File: config.mk
export PLATFORM = sky130hd
export DESIGN_NAME = regfile_multiport
export DESIGN_NICKNAME = d
export VERILOG_FILES = /design/src/rtl/regfile_multiport.sv
export SDC_FILE = /design/constraint.sdc
export NUM_CORES = 1
export LEC_CHECK = 0
export CAP_MARGIN = 20
export CELL_PAD_IN_SITES_DETAIL_PLACEMENT = 1
export CELL_PAD_IN_SITES_GLOBAL_PLACEMENT = 1
export CORE_ASPECT_RATIO = 2
export CORE_MARGIN = 4
export CORE_UTILIZATION = 47
export DETAILED_ROUTE_END_ITERATION = 10
export PLACE_DENSITY = 0.82
export SETUP_SLACK_MARGIN = 0.1
export SLEW_MARGIN = 20
export SYNTH_ARGS = -nofsm -noshare
export SYNTH_HDL_FRONTEND = slang
export SYNTH_SLANG_ARGS = --single-unit
File: constraint.sdc
create_clock -name clk -period 6 [get_ports clk]
set_input_delay 1.8 -clock clk [delete_from_list [all_inputs] [get_ports clk]]
set_output_delay 1.8 -clock clk [all_outputs]
set_load 0.01 [all_outputs]
File: src/rtl/regfile_multiport.sv
// rtl/regfile_multiport.sv - multiport register file with post-reset init sweep and link-register write.
// Optional write-first read bypass when RF_BYPASS_EN is defined; read-first otherwise.
module regfile_multiport #(
  parameter int DATA_W   = 32,
  parameter int OUT_W    = 64,
  parameter int DEPTH    = 32,
  parameter int AW       = 5,
  parameter int NUM_RD   = 3,
  parameter int LINK_REG = 31
) (
  input  logic                    clk,
  input  logic                    rst,
  input  logic [NUM_RD*AW-1:0]    rd_addr,
  output logic [NUM_RD*OUT_W-1:0] rd_data,
  input  logic                    wr_en,
  input  logic [AW-1:0]           wr_addr,
  input  logic [OUT_W-1:0]        wr_data,
  input  logic                    link_en,
  output logic [OUT_W-1:0]        link_q,
  output logic                    busy
);

  typedef enum logic {INIT, RUN} state_t;

  localparam logic [AW-1:0] LINK_A = AW'(LINK_REG);
  localparam logic [AW-1:0] LAST   = AW'(DEPTH - 1);

  state_t            state, state_nxt;
  logic [AW-1:0]     cnt, cnt_nxt;
  logic [DATA_W-1:0] mem [DEPTH];

  logic              mem_we;
  logic [AW-1:0]     mem_waddr;
  logic [DATA_W-1:0] mem_wdata;
  logic [AW-1:0]     eff_addr;
  logic              run_wr;
  logic [DATA_W-1:0] rd_val [NUM_RD];
  logic [DATA_W-1:0] link_val;

  assign busy     = (state == INIT);
  assign eff_addr = link_en ? LINK_A : wr_addr;

  always_ff @(posedge clk) begin
    if (rst) begin
      state <= INIT;
      cnt   <= '0;
    end else begin
      state <= state_nxt;
      cnt   <= cnt_nxt;
    end
  end

  // Sweep writes reg[cnt]=cnt (reg 0 naturally gets 0); in RUN the port write is steered here.
  always_comb begin
    state_nxt = state;
    cnt_nxt   = cnt;
    mem_we    = 1'b0;
    mem_waddr = cnt;
    mem_wdata = DATA_W'(cnt);
    run_wr    = 1'b0;
    case (state)
      INIT: begin
        mem_we  = !rst;
        cnt_nxt = cnt + 1'b1;
        if (cnt == LAST) state_nxt = RUN;
      end
      RUN: begin
        run_wr = !rst && wr_en && (eff_addr != '0);
        if (run_wr) begin
          mem_we    = 1'b1;
          mem_waddr = eff_addr;
          mem_wdata = wr_data[DATA_W-1:0];
        end
      end
      default: state_nxt = INIT;
    endcase
  end

  always_ff @(posedge clk) begin
    if (mem_we) mem[mem_waddr] <= mem_wdata;
  end

  always_comb begin
    for (int p = 0; p < NUM_RD; p++) begin
      rd_val[p] = '0;
      if (rd_addr[p*AW +: AW] != '0) begin
        rd_val[p] = mem[rd_addr[p*AW +: AW]];
`ifdef RF_BYPASS_EN
        if (run_wr && (rd_addr[p*AW +: AW] == eff_addr)) rd_val[p] = wr_data[DATA_W-1:0];
`endif
      end
    end
    link_val = (LINK_A == '0) ? '0 : mem[LINK_A];
`ifdef RF_BYPASS_EN
    if (run_wr && (eff_addr == LINK_A)) link_val = wr_data[DATA_W-1:0];
`endif
  end

  // Outputs stay at zero through reset and the whole sweep, including the edge that enters RUN.
  always_ff @(posedge clk) begin
    if (rst || state == INIT) begin
      rd_data <= '0;
      link_q  <= '0;
    end else begin
      for (int p = 0; p < NUM_RD; p++) rd_data[p*OUT_W +: OUT_W] <= OUT_W'(rd_val[p]);
      link_q <= OUT_W'(link_val);
    end
  end

  if (OUT_W > DATA_W) begin : g_hi
    logic unused_wr_hi;
    assign unused_wr_hi = ^wr_data[OUT_W-1:DATA_W];
  end

endmodule

# After elaboration in Yosys (flattened, before gate mapping)
# Memory sizes are Yosys's and may differ from the RTL's. A register that Yosys moved wholly into a read port is not among the register bits.
# Index checks and enable logic that the tools add are counted.
# totals
mem_bits_rw	1024
wordCells	33
register_bits	134
n_memories	1
output_inout_bits	257
in_bits	88
# op_classes
reduce_logical	11
eq_ne	1
n_bitwise	4
mux	11
add_sub_neg	1
# mem_list
memory	words	word_bits	rd	rd_clocked_by_memory_dff	wr	line_no	text
mem	32	32	4	4	1	30	logic [DATA_W-1:0] mem [DEPTH];
# op_table
cell	n
32-bit 2-to-1 mux	2
5-bit nonzero test	4
5-bit 2-to-1 mux	3
2-bit OR reduction	3
5-bit by 1-bit adder with 5-bit output (second input constant)	1
5-bit equality test (second input constant)	1
1-bit 2-to-1 mux	5
1-bit NOT	4
1-bit logical AND	2
1-bit one-hot mux with 2 select lines	1
1-bit logical NOT	1
1-bit logical OR	1

# Logic depth before layout (Yosys ltp)
# depth
word_depth	7
ltp_mapped	9
depth_no_buf	5

# Worst setup path after synthesis
# No wires, ideal clock.
# synth_path
kind	input to register
from	input link_en
to	memory mem[24][0] (enable)
setup_slack_ns	0.230
cell_stages	6
t_arrival_ns	5.309
path_buffers	2
t_required_ns	5.539
setup_ns	0.461
path_cell_list	clkbuf_1 > nor2_1 > a21oi_1 > clkbuf_1 > mux2_2 > nor3_1
# synth_via
elab_chain_cells	7
elab_cells_between_ends	9
classes_between	7 x mux; 2 x reduce/logical
# synth_lines
item	line_no	text
from (decl)	18	input logic link_en,
5-bit 2-to-1 mux (*)	41	assign eff_addr = link_en ? LINK_A : wr_addr;
5-bit nonzero test	68	run_wr = !rst && wr_en && (eff_addr != '0);
1-bit logical AND	68	
1-bit 2-to-1 mux	69	if (run_wr) begin
1-bit one-hot mux with 2 select lines	61	case (state)
1-bit 2-to-1 mux	80	if (mem_we) mem[mem_waddr] <= mem_wdata;
1-bit 2-to-1 mux (not written as such)	80	
to (decl)	30	
# Every way passes the cells marked *; elsewhere a longest branch is shown, timed or not.

# Final worst setup path
# layout_path
from	input rst
to	memory mem[13][27], data pin
# layout_via
elab_chain_cells	5
# layout_lines
item	line_no	text
from (decl)	12	input logic rst,
1-bit logical NOT	68	
1-bit logical AND (2 in series)	68	
32-bit 2-to-1 mux	69	
32-bit 2-to-1 mux	61	
net mem_wdata[27]	34	logic [DATA_W-1:0] mem_wdata;
# The timed path passes the listed nets, and every way through them passes these cells.

==> metrics.cfg <==
[worst_setup_path]
path_class = in2reg
worst-path-buf-inv = 3
path_delay_family = simple AND/OR/NAND/NOR gates
r2r.worst_path.cells = 4
cp.required_ns = 6.37
slowest_delay_ns = 0.93
worstSetupEndpointType = flop
critPathSlowestCell = and2_1
crit_path_max_fanout = 32
cp.arrival_ns = 5.05
cp-start-kind = input port
critPathMostFrequentCell = buf_4
crit_cells = 6
crit_path_cell_trace = clkdlybuf4s50_1 -> buf_4 -> nand3b_1 -> a21oi_4 -> buf_4 -> and2_1

[yosys]
ys_seq_area_frac = 0.561
synth_edf_count = 1024
yosysWarnings = 0
netlist_instances = 3214
synth_top_area_cell = edfxtp_1
netlist.area_leader.share = 0.516
synth_cell_types = 52
ys_ff_latch = 1158
yosysMostFrequentCell = edfxtp_1
ys_async_sr_fraction = 0
synthTopCellsByCount = edfxtp_1 (1024), mux4_2 (712), mux2i_1 (389), buf_4 (147), clkbuf_1 (147)
syn_area_um2 = 59600
synthTopCellsByArea = edfxtp_1 (52%), mux4_2 (27%), mux2i_1 (6.5%)
ys.flop_type = edfxtp_1
syn_area_per_cell_um2 = 18.5

[detailed_routing]
wl_um = 212000
drcViolationCount = 0
first_pass_iters = 6
vias = 37800
ant_nets = 0
drt-wirelength-per-cell_um = 41.2
vias_per_cell = 7.37
drtIter0Drc = 5384

[sta]
worst_clock_skew_ns = 0.0386
period_minus_slack_ns = 4.68
slew_headroom = 0.222
rsz0062_at_grt = false
hold_viol = 0
fin_setup_tns_ns = 0
timing.fmax_ghz = 0.214
tightest_slew_ns = 1.17
setup_viol = 0
fin_crit_sh = 0.781
slew_viol_final = 0

[hold_path]
whs_path_depth = 1
hold_class = reg2reg

[clock_network]
htree_levels = 3
cts.sinks = 1158
clk_latency_ns = 0.74
cts.path.max_buffers = 3
clkTransAtPathRegs_ns = 0.06
holdBufCountCts = 0
cts-root-buf = clkbuf_16
postCtsSetupRepairBufs = 0
cts_buffers = 104
cts_tree = done
cts.repair.resized = 0

[die]
core_um2 = 126000
io_pins = 345
rows = 184
dieArea_um2 = 133000
die_h_um = 512
initial_core_util = 0.473
die_w_um = 260

[global_routing]
overflow = 0
grt_max_degree = 106
grt_pass1_wl_um = 297000
grt_usage = 0.314
grt_pass1_vias = 39900
antenna_found_initial = 12

[final_layout]
drive_gt1_frac = 0.320
final_util = 0.534
area_delta_synth_final_pct = 12.9
final_net_count = 3452

[run_status]
outcome = finished clean

[placement]
placement.io_buffers = 184
hpwl_um = 124000
place.gp.congestion = 0.846

[power_and_ir_drop]
p_leak_nw = 20.8
p_per_area_nw_per_um2 = 258
ir_drop_v = 0.000212

[run]
maxCapViolCount = 0

[worst reg2reg max path, delay by kind of cell, from the launching register on]
family | cells | cell delay [ns]
AOI/OAI and AO/OA | 1 | 0.80
DFF | 1 | 0.72
buffers and inverters | 1 | 0.51
and+or+nand+nor | 2 | 1.36
[cell type report]
type | instances | area (um^2)
fill | 11200 | 58600
timing repair buffer | 328 | 3480
inverter | 5 | 18.8
multi-input combinational | 1765 | 24600
clock inverter | 60 | 747
tap | 1674 | 2090
antenna | 10 | 25.0
sequential | 1158 | 33400
clock buffer | 137 | 2860
[through the flow]
| stage | instance area [um^2] | hold slack (ns) | setup slack [ns] | instances | total power (W) |
|---|---|---|---|---|---|
| 6_report | 67300 | 0.538 | 1.32 | 5137 | 0.0174 |
| 4_1_cts | 67200 | 0.548 | 1.33 | 5125 | 0.0174 |
| 3_5_place_dp | 63600 | 0.525 | 0.609 | 4928 | 0.0104 |
| 5_1_grt | 67300 | 0.553 | 1.24 | 5128 | 0.0178 |
| 2_1_floorplan | 60100 | 0.480 | 0.230 | 3341 | 0.00995 |
| 3_3_place_gp | 63600 | 0.496 | 0.688 | 4928 | 0.0103 |
[worst paths after layout]
| path | start | endpoint | slack, ns |
|---|---|---|---|
| hold reg to reg | mem[31][18] | link_q[18] | 0.54 |
| hold / removal | mem[31][18] | link_q[18] | 0.54 |
| setup reg to reg | state | mem[13][27] | 2.23 |
| setup / recovery | rst | mem[13][27] | 1.32 |
[metal layers]
layer | wire length, um | global-route usage
met1 | 66200 | 0.376
met2 | 102000 | 0.506
met3 | 26100 | 0.0790
met4 | 17400 | 0.206
met5 | 78 | 0
[state kept, by name, indices dropped and copies added, names as in the netlist]
signal,cells
link_q,32
state,1
mem,1024
rd_data,96
cnt,5
[placed cells by master (no fill, tap or decap), types with 8 or more instances in the layout]
cell | Yosys | layout
o22ai_1 | 26 | 26
clkbuf_8 | 0 | 14
nor2_1 | 43 | 26
buf_4 | 147 | 102
clkdlybuf4s50_1 | 0 | 174
nor3_2 | 0 | 8
dfxtp_1 | 134 | 134
mux4_2 | 712 | 712
o221ai_1 | 94 | 94
a2111oi_0 | 25 | 24
a22o_1 | 47 | 47
mux2_2 | 11 | 11
edfxtp_1 | 1024 | 1024
diode_2 | 0 | 10
clkinv_2 | 0 | 17
clkbuf_1 | 147 | 21
inv_6 | 0 | 8
o22a_1 | 64 | 64
and2_2 | 0 | 9
a211oi_1 | 25 | 25
and2_1 | 65 | 56
conb_1 | 1 | 128
mux2i_1 | 389 | 389
nor3_1 | 39 | 31
bufinv_16 | 0 | 14
buf_12 | 0 | 41
nor2_4 | 0 | 17
clkbuf_16 | 0 | 105
[where the power goes]
part	switching [W]	leakage [nW]	internal, W
sequential	0.0000383	9.43	0.00871
clock	0.00318	1.75	0.00399
combinational	0.000836	9.65	0.000624
total	0.00405	20.8	0.0133
[cells by family after synthesis]
kind of cell	synth area share
compound gates	0.0450
flops	0.561
mux	0.336
other cells	0.0000629
fa+ha+maj	0.000420
simple gates	0.0184
buf+inv	0.0385
xor+xnor	0.000441
(Power assumes the default switching activity.)
